===== config.mk =====
export PLATFORM = sky130hd
export DESIGN_NAME = reg_file_master
export DESIGN_NICKNAME = d
export VERILOG_FILES = /design/src/rtl/reg_file_master.sv
export SDC_FILE = /design/constraint.sdc
export NUM_CORES = 1
export LEC_CHECK = 0
export BUFFER_PORTS_ARGS = -buffer_cell sky130_fd_sc_hd__buf_2
export CORE_AREA = 5 5 66 68
export DETAILED_ROUTE_END_ITERATION = 7
export DIE_AREA = 0 0 71 73
export GPL_ROUTABILITY_DRIVEN = 0
export MAX_ROUTING_LAYER = met4
export PLACE_DENSITY_LB_ADDON = 0.2
export SLEW_MARGIN = 20
export SYNTH_ARGS = -nofsm -noshare
export SYNTH_HDL_FRONTEND = slang
export SYNTH_SLANG_ARGS = --single-unit
export TNS_END_PERCENT = 5

===== constraint.sdc =====
create_clock -name CLK -period 3.75 [get_ports CLK]
set_input_delay 0.375 -clock CLK [delete_from_list [all_inputs] [get_ports CLK]]
set_output_delay 0.375 -clock CLK [all_outputs]
set_load 0.02 [all_outputs]

===== src/rtl/reg_file_master.sv =====
// Command/response master for a synchronous register file with a one-cycle read latency.
// Define REG_MASTER_WR_VERIFY_EN to follow every write with a readback and flag mismatches.
module reg_file_master #(
    parameter int unsigned ADDR_WIDTH = 4,
    parameter int unsigned DATA_WIDTH = 16
) (
    input  logic                  CLK,
    input  logic                  RST,
    input  logic                  CmdValid,
    output logic                  CmdReady,
    input  logic                  CmdWrite,
    input  logic [ADDR_WIDTH-1:0] CmdAddr,
    input  logic [DATA_WIDTH-1:0] CmdWrData,
    output logic                  RspValid,
    input  logic                  RspReady,
    output logic [DATA_WIDTH-1:0] RspData,
    output logic                  RspErr,
    output logic                  WrEn,
    output logic                  RdEn,
    output logic [ADDR_WIDTH-1:0] Address,
    output logic [DATA_WIDTH-1:0] WrData,
    input  logic [DATA_WIDTH-1:0] RdData
);

`ifdef REG_MASTER_WR_VERIFY_EN
    localparam bit VerifyEn = 1'b1;
`else
    localparam bit VerifyEn = 1'b0;
`endif

    typedef enum logic [2:0] {
        StIdle,
        StWrite,
        StRead,
        StRdWait,
        StVRead,
        StVWait,
        StResp
    } state_e;

    state_e state_q;

    // Address and WrData double as the latched command fields for the whole transaction.
    always_ff @(posedge CLK) begin
        if (RST) begin
            state_q  <= StIdle;
            CmdReady <= 1'b0;
            RspValid <= 1'b0;
            RspErr   <= 1'b0;
            RspData  <= '0;
            WrEn     <= 1'b0;
            RdEn     <= 1'b0;
            Address  <= '0;
            WrData   <= '0;
        end else begin
            WrEn <= 1'b0;
            RdEn <= 1'b0;
            case (state_q)
                StIdle: begin
                    if (CmdValid && CmdReady) begin
                        CmdReady <= 1'b0;
                        Address  <= CmdAddr;
                        WrData   <= CmdWrData;
                        if (CmdWrite) begin
                            WrEn    <= 1'b1;
                            state_q <= StWrite;
                        end else begin
                            RdEn    <= 1'b1;
                            state_q <= StRead;
                        end
                    end else begin
                        CmdReady <= 1'b1;
                    end
                end
                StWrite: begin
                    if (VerifyEn) begin
                        RdEn    <= 1'b1;
                        state_q <= StVRead;
                    end else begin
                        RspValid <= 1'b1;
                        RspData  <= '0;
                        RspErr   <= 1'b0;
                        state_q  <= StResp;
                    end
                end
                StRead: begin
                    state_q <= StRdWait;
                end
                StRdWait: begin
                    RspValid <= 1'b1;
                    RspData  <= RdData;
                    RspErr   <= 1'b0;
                    state_q  <= StResp;
                end
                StVRead: begin
                    state_q <= StVWait;
                end
                StVWait: begin
                    RspValid <= 1'b1;
                    RspData  <= '0;
                    RspErr   <= VerifyEn && (RdData != WrData);
                    state_q  <= StResp;
                end
                StResp: begin
                    if (RspReady) begin
                        RspValid <= 1'b0;
                        CmdReady <= 1'b1;
                        state_q  <= StIdle;
                    end
                end
                default: begin
                    CmdReady <= 1'b0;
                    RspValid <= 1'b0;
                    state_q  <= StIdle;
                end
            endcase
        end
    end

endmodule


# [Word level (Yosys, flattened, before mapping)]
# Index checks and enable logic that the tools add are counted.
# Widths: inputs -> output; s select.
[word_totals] ff_bits=43 input_bits=41 out_inout_bits=41 word_cells=44
[op_classes] eq_ne=8 muxes=12 bitwise=4 reduce_logical=12
[ops] cell="$pmux 16 s2" n=1
[ops] cell="$pmux 3 s5" n=1
[ops] cell="$eq 3x3->1 const B" n=3
[ops] cell="$reduce_or 3->1" n=3
[ops] cell="$reduce_and 2->1" n=4
[ops] cell="$eq 3x2->1 const B" n=2
[ops] cell="$mux 3" n=2
[ops] cell="$pmux 1 s3" n=2
[ops] cell="$mux 1" n=5
[ops] cell="$reduce_or 5->1" n=1
[ops] cell="$ne 2x2->1 const B" n=2
[ops] cell="$not 1->1" n=4
[ops] cell="$eq 3x1->1 const B" n=1
[ops] cell="$logic_not 3->1" n=1
[ops] cell="$mux 2" n=1
[ops] cell="$reduce_bool 2->1" n=1
[ops] cell="$reduce_or 2->1" n=1
[ops] cell="$logic_and 1x1->1" n=1

# [Longest topological paths before layout]
# Gate-level depths: netlist (run 1).
[depth] word_depth=4 mapped_depth=6 ltp_nobuf=3

# [Worst setup path after synthesis (run 1)]
# OpenSTA, ideal clock, no wires.
[synth_timing] path_kind="register to register" startpoint="register CmdReady" endpoint="register Address[0]" t_arrival_ps=1235 t_required_ps=3678 setup_slack_ps=2443 stages_incl_launch_ff=5 synth_period_minus_slack_ps=1307 path_cell_list="dfxtp_1 > nand2_1 > nor4_4 > buf_6 > mux2i_1"
[synth_between] elab_chain_len=2
[synth_lines] item="start, declared" line_no="10" rtl="output logic CmdReady,"
[synth_lines] item="start signal, assigned" line_no="47" rtl="CmdReady <= 1'b0;"
[synth_lines] item="start signal, assigned" line_no="61" rtl="CmdReady <= 1'b0;"
[synth_lines] item="start signal, assigned" line_no="72" rtl="CmdReady <= 1'b1;"
[synth_lines] item="$logic_and 1x1->1" line_no="60" rtl="if (CmdValid && CmdReady) begin"
[synth_lines] item="$reduce_and 2->1 (no source line)"
[synth_lines] item="end signal, assigned" line_no="62" rtl="Address <= CmdAddr;"
[synth_lines] item="end, declared" line_no="20" rtl="output logic [ADDR_WIDTH-1:0] Address,"
# No other way between the ends.
# A chain may end at the register's enable or synchronous reset.

# [Final worst setup path (run 1)]
[layout_timing] startpoint="register state_q[2]" endpoint="register WrData[7]"
[layout_between] elab_chain_len=2
[layout_lines] item="start, declared" line_no="41" rtl="state_e state_q;"
[layout_lines] item="start signal, assigned" line_no="46" rtl="state_q <= StIdle;"
[layout_lines] item="start signal, assigned" line_no="66" rtl="state_q <= StWrite;"
[layout_lines] item="start signal, assigned" line_no="69" rtl="state_q <= StRead;"
[layout_lines] item="$logic_not 3->1" line_no="58" rtl="case (state_q)"
[layout_lines] item="$reduce_and 2->1 (no source line)"
[layout_lines] item="end signal, assigned" line_no="63" rtl="WrData <= CmdWrData;"
[layout_lines] item="end, declared" line_no="21" rtl="output logic [DATA_WIDTH-1:0] WrData,"
# No other way between the ends.

==> out/results.tsv, run 1 <==
metric	value	unit
status	completed	
Clock Latency Late Sink	290	ps
worst-case clock buffer depth	2	
Final Hold Vio Count	0	
FF+latch count, synth	43	
worst hold endpoint	RdEn$_SDFF_PP0_	
worst ir drop on vdd	0.000282	V
crit-path leading delay family	flip-flops	
Pleak	1.01	nW
number of buffers created by CTS	5	
Avg Cell Area, Syn	10.1	um2
Residual DRC	0	
Congestion Overflow GR	0	
most frequent cells after synthesis	dfxtp_1 (43), nand2b_1 (40), mux2i_1 (20), nor2_1 (20), a22oi_1 (16)	
Die Wd	71	um
post-CTS setup repair buffer count	0	
CTS tree	done	
Yosys warnings	0	
PD cells	471	nW/um2
total wire length	3670	um
syn_nets	214	
CP max stage cell	dfxtp_1	
R2R Setup Slk	2320	ps
cell area after technology mapping	1760	um2
TritonRoute pass-1 iters	4	
count leader, synth	dfxtp_1	
measured slew at the worst slew-check pin	817	ps
MaxCap Viol Count	0	
post-synth top area cell	dfxtp_1	
placed cells	288	
initial antenna violation count	0	
worst-path fanout max	23	
HP Start	CmdWrite	
Final Max Tran Viols	0	
relative slew slack	45.6	%
Cells after Synth	173	
share of cells above drive strength 1	37.4	%
first-pass GRT wire length	6080	um
Synth area leaders	dfxtp_1 (49%), nand2b_1 (14%), mux2i_1 (11%), a22oi_1 (6.8%), nor2_1 (4.3%)	
CTS root buf	clkbuf_8	
Nets	286	
antenna fix cells	0	
ys flop type	dfxtp_1	
largest net degree at the start of global routing	64	
crit-path cells	nor4_4, buf_4, mux2i_1	
Critical Path RT	3960	ps
Final Cycle Share	38.0	%
Die ar.	5180	um2
R2R depth	3	
# hold bufs at CTS	0	
hpwl dp	2620	um
# rows	23	
hold path depth	2	
via-per-instance ratio	4.83	
Async S/R FF share, synth	0	%
core box area	3800	um2
sequential area share after synthesis	49.0	%
H-tree depth	2	
Syn-to-layout area delta	25.7	%
DIE HEIGHT	73	um
Worst EP arrival	1640	ps
Startpoint Class	flip-flop	
hold crit path type	primary input to flip-flop	
post-route insts no fill	296	
Max stage delay on crit path	420	ps
Hold Slack	292	ps
via count	1431	
vias in the first global route	1401	
Critical Path Sink Type	flip-flop	
fin crit period	1430	ps
Final Skew	2.25	ps
Setup-failing EPs final	0	
FF-to-FF Start	state_q[2]$_SDFFE_PP0P_	
Starting DRT DRC Count	119	
RR Endpoint	WrData[7]$_SDFFE_PP0P_	
Setup TNS	0	ps
Yosys cell types	23	
Fmax achieved	701	MHz
input/output buffers	80	
TritonCTS sink count	43	
gr usage total	15.2	%
unrepaired setup endpoints after global routing	false	
DRT antenna net count	0	
Pwr Total	1.04	mW
DR WL/cell	12.4	um
Post-CTS Resized	0	
initial core utilization	46.2	%
Worst-path clk slew	70	ps
Worst Path Class, Setup	flip-flop to flip-flop	
Synth top area share	49.0	%
Post-synth EDFFs	0	
I/O Pins	82	
crit path buf inv count	1	
## area by class of cell
type,count,area [um2]
Clock inverter,3,15.0
Fill cell,375,1590
Clock buffer,5,68.8
Sequential cell,43,861
Tap cell,50,62.6
Multi-Input combinational cell,114,792
Timing Repair Buffer,81,408
## logic make-up (layout without fill, tap and decap cells)
family	count (synthesis)	after routing	share of synthesized area (%)
other	1	1	0.214
multiplexers	20	20	11.4
AO/OA/AOI/OAI	23	23	10.5
buffers and inverters	16	89	5.84
AND/OR/NAND/NOR	70	70	23.0
flip-flops	43	43	49.0
## cells in the final DEF, fill, tap and decap left out, drive strengths merged
master / Yosys / routed
a21bo: 1 / 1
o21bai: 1 / 1
a2111oi: 1 / 1
nor3: 2 / 2
and3b: 2 / 2
o211a: 1 / 1
nand2: 3 / 3
nor2: 20 / 20
dfxtp: 43 / 43
clkbuf: 7 / 5
nand2b: 40 / 40
conb: 1 / 1
a311oi: 2 / 2
o32a: 1 / 1
clkinv: 0 / 3
a22oi: 16 / 16
nor3b: 1 / 1
buf: 9 / 81
mux2i: 20 / 20
nor4: 1 / 1
nand4b: 1 / 1
## power breakdown
group / leakage [nW] / total (mW) / internal [mW] / switching, mW
clock network: 0.0477 / 0.276 / 0.127 / 0.149
logic: 0.617 / 0.227 / 0.0981 / 0.129
registers: 0.349 / 0.535 / 0.498 / 0.0376
total: 1.01 / 1.04 / 0.723 / 0.315
## sequential cells by signal, summed over array words and instances (netlist names)
name      cells
CmdReady      1
state_q       3
RdEn          1
WrEn          1
RspData      16
RspValid      1
WrData       16
Address       4
## routing by layer
| layer | up-vias | track usage [%] | wire length (um) |
|---|---|---|---|
| li1 | 725 | - | - |
| met1 | 643 | 16.9 | 1500 |
| met2 | 56 | 24.9 | 1800 |
| met3 | 7 | 4.55 | 309 |
| met4 | 0 | 7.31 | 58 |
| met5 | - | - | 0 |
## worst max-delay path by stage
stage | depth (start not counted) | from | slack [ps] | endpoint
2_1_floorplan | 4 | CmdReady$_SDFFE_PP0P_ | 2440 | Address[0]$_SDFFE_PP0P_
4_1_cts | 3 | state_q[0]$_SDFFE_PP0P_ | 2300 | RspData[3]$_SDFFE_PP0P_
6_report | 3 | state_q[2]$_SDFFE_PP0P_ | 2320 | WrData[7]$_SDFFE_PP0P_
5_1_grt | 3 | state_q[0]$_SDFFE_PP0P_ | 2170 | RspData[13]$_SDFFE_PP0P_
3_3_place_gp | 3 | RST | 2310 | WrData[4]$_SDFFE_PP0P_
3_5_place_dp | 3 | RST | 2320 | WrData[14]$_SDFFE_PP0P_
## per-stage QoR
step	util, %	setup WS, ps	area (um2)
after floorplan	-	2440	1760
after global placement	55.9	2310	2120
after detailed placement	55.9	2320	2120
after CTS	58.1	2300	2210
after global routing	58.1	2170	2210
final	58.1	2320	2210
No activity file was read; power rests on OpenSTA's default activity.
==> inputs of run 2 (changes only) <==
--- a/config.mk
+++ b/config.mk
@@ -6,9 +6,9 @@
 export NUM_CORES = 1
 export LEC_CHECK = 0
 export BUFFER_PORTS_ARGS = -buffer_cell sky130_fd_sc_hd__buf_2
-export CORE_AREA = 5 5 66 68
+export CORE_AREA = 5 5 68 70
 export DETAILED_ROUTE_END_ITERATION = 7
-export DIE_AREA = 0 0 71 73
+export DIE_AREA = 0 0 73 75
 export GPL_ROUTABILITY_DRIVEN = 0
 export MAX_ROUTING_LAYER = met4
 export PLACE_DENSITY_LB_ADDON = 0.2
==> constraint.sdc (replaced) <==
create_clock -name CLK -period 1.36 [get_ports CLK]
set_input_delay 0.136 -clock CLK [delete_from_list [all_inputs] [get_ports CLK]]
set_output_delay 0.136 -clock CLK [all_outputs]
set_load 0.02 [all_outputs]
==> out/results.tsv, run 2 (same netlist as run 1, synthesis figures left out) <==
metric	value	unit
status	completed	
TritonCTS sink count	43	
post-CTS setup repair buffer count	0	
area of the multi-input gates	792	um2
Die ar.	5480	um2
DR WL/cell	12.6	um
gr usage total	15.0	%
Setup TNS	0	ps
commonest non-fill, non-tap cell in the layout	buf_2	
relative slew slack	51.2	%
Critical Path Sink Type	flip-flop	
Pleak	1.07	nW
Final Cycle Share	92.5	%
Final Skew	2.34	ps
DRT antenna net count	0	
Worst-path clk slew	80	ps
DIE HEIGHT	75	um
Post-CTS Resized	0	
PD cells	1380	nW/um2
CTS tree	done	
most frequent cells in the layout	buf_2 (80), dfxtp_1 (43), nand2b_1 (40), mux2i_1 (20), nor2_1 (20)	
initial core utilization	44.9	%
core box area	3910	um2
hold crit path type	primary input to flip-flop	
first-pass GRT wire length	6270	um
worst-case clock buffer depth	2	
measured slew at the worst slew-check pin	731	ps
Final Hold Vio Count	0	
Final Max Tran Viols	0	
MaxCap Viol Count	0	
hpwl dp	2760	um
via count	1430	
H-tree depth	2	
antenna fix cells	0	
via-per-instance ratio	4.74	
# fillers	354	
TritonRoute pass-1 iters	4	
Critical Path RT	1580	ps
Residual DRC	0	
Fmax achieved	795	MHz
Syn-to-layout area delta	31.6	%
I/O Pins	82	
Worst Path Class, Setup	flip-flop to flip-flop	
Die Wd	73	um
Starting DRT DRC Count	62	
Startpoint Class	flip-flop	
total wire length	3800	um
vias in the first global route	1422	
share of cells above drive strength 1	38.9	%
CTS root buf	clkbuf_8	
Clock Latency Late Sink	290	ps
biggest regs	RspData (16), WrData (16), Address (4)	
number of buffers created by CTS	5	
Finished Core Util	59.0	%
largest net degree at the start of global routing	58	
initial antenna violation count	0	
unrepaired setup endpoints after global routing	false	
Nets	292	
finished layout cell area	2310	um2
Setup-failing EPs final	0	
fin crit period	1260	ps
# hold bufs at CTS	0	
# rows	23	
worst-path fanout max	16	
placed cell area	2190	um2
Congestion Overflow GR	0	
Worst EP arrival	1480	ps
worst ir drop on vdd	0.000718	V
input/output buffers	80	
Sequential cell area	861	um2
-- run 2: final cells by class --
cell class,count,area share [%]
clock inverter,2,1.52
clock buffer,6,3.57
sequential,43,37.2
timing repair buffer,87,20.7
multi-input combinational,114,34.3
tap,50,2.71
-- run 2: power breakdown --
group | internal [mW] | switching, mW
combinational | 0.336 | 0.392
sequential | 1.37 | 0.0865
clock | 0.594 | 0.416
total | 2.30 | 0.894
-- run 2: worst paths after layout --
path                                               from                      end  slack (ps)  cells after the start
worst max-delay path            state_q[1]$_SDFFE_PP0P_  RspData[2]$_SDFFE_PP0P_         100                      3
worst min-delay path                           CmdWrite          RdEn$_SDFF_PP0_          50                      2
worst max register to register  state_q[1]$_SDFFE_PP0P_  RspData[2]$_SDFFE_PP0P_         100                      3
worst min register to register  WrData[15]$_SDFFE_PP0P_  WrData[15]$_SDFFE_PP0P_         470                      2
-- run 2: metrics by stage --
stage	hold WS, ps	power, mW	setup WS (ps)	instances
after floorplan	212	1.98	53.4	173
after global placement	356	2.22	125	294
after detailed placement	358	2.22	121	294
after CTS	39.6	3.25	98.6	302
after global routing	42.7	3.37	7.62	302
final	51.9	3.20	101	302
-- run 2: worst max-delay path, stage by stage (launching register included) --
cell and delay (ps):
dfxtp_1 520, and3b_2 440, a22oi_1 110, nor2_1 120
-- run 2: layer usage --
layer  track usage [%]  share of wire, %  vias to the layer above
met5                 -                 0                        -
met3              4.81               6.8                        9
li1                  -                 -                      738
met1              18.1                44                      638
met2              23.4                47                       45
met4              5.53               1.7                        0
==> inputs of run 3 (changes only) <==
--- a/config.mk
+++ b/config.mk
@@ -12,6 +12,7 @@
 export GPL_ROUTABILITY_DRIVEN = 0
 export MAX_ROUTING_LAYER = met4
 export PLACE_DENSITY_LB_ADDON = 0.2
+export RECOVER_POWER = 50
 export SLEW_MARGIN = 20
 export SYNTH_ARGS = -nofsm -noshare
 export SYNTH_HDL_FRONTEND = slang
==> out/results.tsv, run 3 (same netlist as run 1, synthesis figures left out) <==
metric	value	unit
placed cells	294	
worst-path fanout max	16	
hold crit path type	primary input to flip-flop	
Startpoint Class	flip-flop	
most frequent cells in the layout	dfxtp_1 (43), nand2b_1 (40), buf_2 (40), clkbuf_1 (40)	
Critical Path Sink Type	flip-flop	
core box area	3910	um2
Starting DRT DRC Count	64	
# fillers	381	
Setup-failing EPs final	0	
status	completed	
Fmax achieved	786	MHz
CP max stage cell	dfxtp_1	
Final Hold Vio Count	0	
measured slew at the worst slew-check pin	736	ps
DR WL/cell	12.7	um
Final Cycle Share	93.6	%
Final Skew	1.65	ps
vias in the first global route	1422	
post-CTS setup repair buffer count	0	
Hold Slack	49.6	ps
DIE HEIGHT	75	um
worst ir drop on vdd	0.000714	V
Final Max Tran Viols	0	
gr usage total	15.0	%
biggest regs	RspData (16), WrData (16), Address (4)	
initial core utilization	44.9	%
share of cells above drive strength 1	23.0	%
Syn-to-layout area delta	28.8	%
Die ar.	5480	um2
PD cells	1410	nW/um2
TritonCTS sink count	43	
I/O Pins	82	
worst-case clock buffer depth	2	
Critical Path RT	1580	ps
relative slew slack	51.0	%
initial antenna violation count	0	
# hold bufs at CTS	0	
Congestion Overflow GR	0	
via count	1437	
area of the multi-input gates	792	um2
number of buffers created by CTS	5	
largest net degree at the start of global routing	58	
H-tree depth	2	
Max stage delay on crit path	520	ps
Sequential cell area	861	um2
CTS tree	done	
CTS root buf	clkbuf_8	
# rows	23	
TritonRoute pass-1 iters	4	
hpwl dp	2760	um
via-per-instance ratio	4.76	
fin crit period	1270	ps
MaxCap Viol Count	0	
Pleak	0.895	nW
post-route insts no fill	302	
Die Wd	73	um
Clock Latency Late Sink	290	ps
unrepaired setup endpoints after global routing	false	
Post-CTS Resized	0	
antenna fix cells	0	
Worst Path Class, Setup	flip-flop to flip-flop	
Setup TNS	0	ps
Nets	292	
commonest non-fill, non-tap cell in the layout	dfxtp_1	
Worst EP arrival	1500	ps
total wire length	3840	um
Residual DRC	0	
Worst-path clk slew	80	ps
DRT antenna net count	0	
first-pass GRT wire length	6270	um
input/output buffers	80	
crit-path cells	and3b_2, a22oi_1, nor2_1	
## run 3: changes by cell type in the layout (fill, tap and decap cells not counted)
cell and delta:
clkbuf_1 +40, buf_2 -40
## run 3: area by class of cell
class | instances | share of cell area (%)
well taps | 50 | 2.77
clock inverters | 2 | 1.55
multi-input cells | 114 | 35.0
repair buffers | 87 | 18.9
flip-flops and latches | 43 | 38.1
clock buffers | 6 | 3.65
## run 3: final timing paths
check | startpoint | end | slack [ps] | cells past startpoint
min | CmdWrite | RdEn$_SDFF_PP0_ | 50 | 2
max | state_q[1]$_SDFFE_PP0P_ | RspData[2]$_SDFFE_PP0P_ | 90 | 3
min reg2reg | WrData[2]$_SDFFE_PP0P_ | WrData[2]$_SDFFE_PP0P_ | 470 | 2
max reg2reg | state_q[1]$_SDFFE_PP0P_ | RspData[2]$_SDFFE_PP0P_ | 90 | 3
## run 3: power by group
group	total [mW]	internal (mW)	switching (mW)	leakage [nW]
combinational	0.704	0.311	0.393	0.485
sequential	1.46	1.37	0.0893	0.349
clock	1.01	0.594	0.420	0.0612
## run 3: routing by layer
metal,up-vias,GRT usage (%),share of wire [%]
met3,9,4.81,7.0
met4,0,5.53,1.7
li1,738,-,-
met2,45,23.4,47
met5,-,-,0
met1,645,18.1,44
## run 3: critical path, delay by kind of cell, from the launching register on
kind | cells | cell delay [ps]
DFF | 1 | 520
AOI/OAI and AO/OA | 1 | 110
and+or+nand+nor | 2 | 570
## run 3: metrics by stage
stage | utilization, % | setup slack [ps] | power [mW] | cell area (um2)
after CTS | 59.0 | 98.6 | 3.25 | 2310
final | 57.8 | 87.0 | 3.18 | 2260
after floorplan | - | 53.4 | 1.98 | 1760
after global placement | 56.0 | 125 | 2.22 | 2190
after global routing | 57.8 | 7.62 | 3.34 | 2260
after detailed placement | 56.0 | 121 | 2.22 | 2190
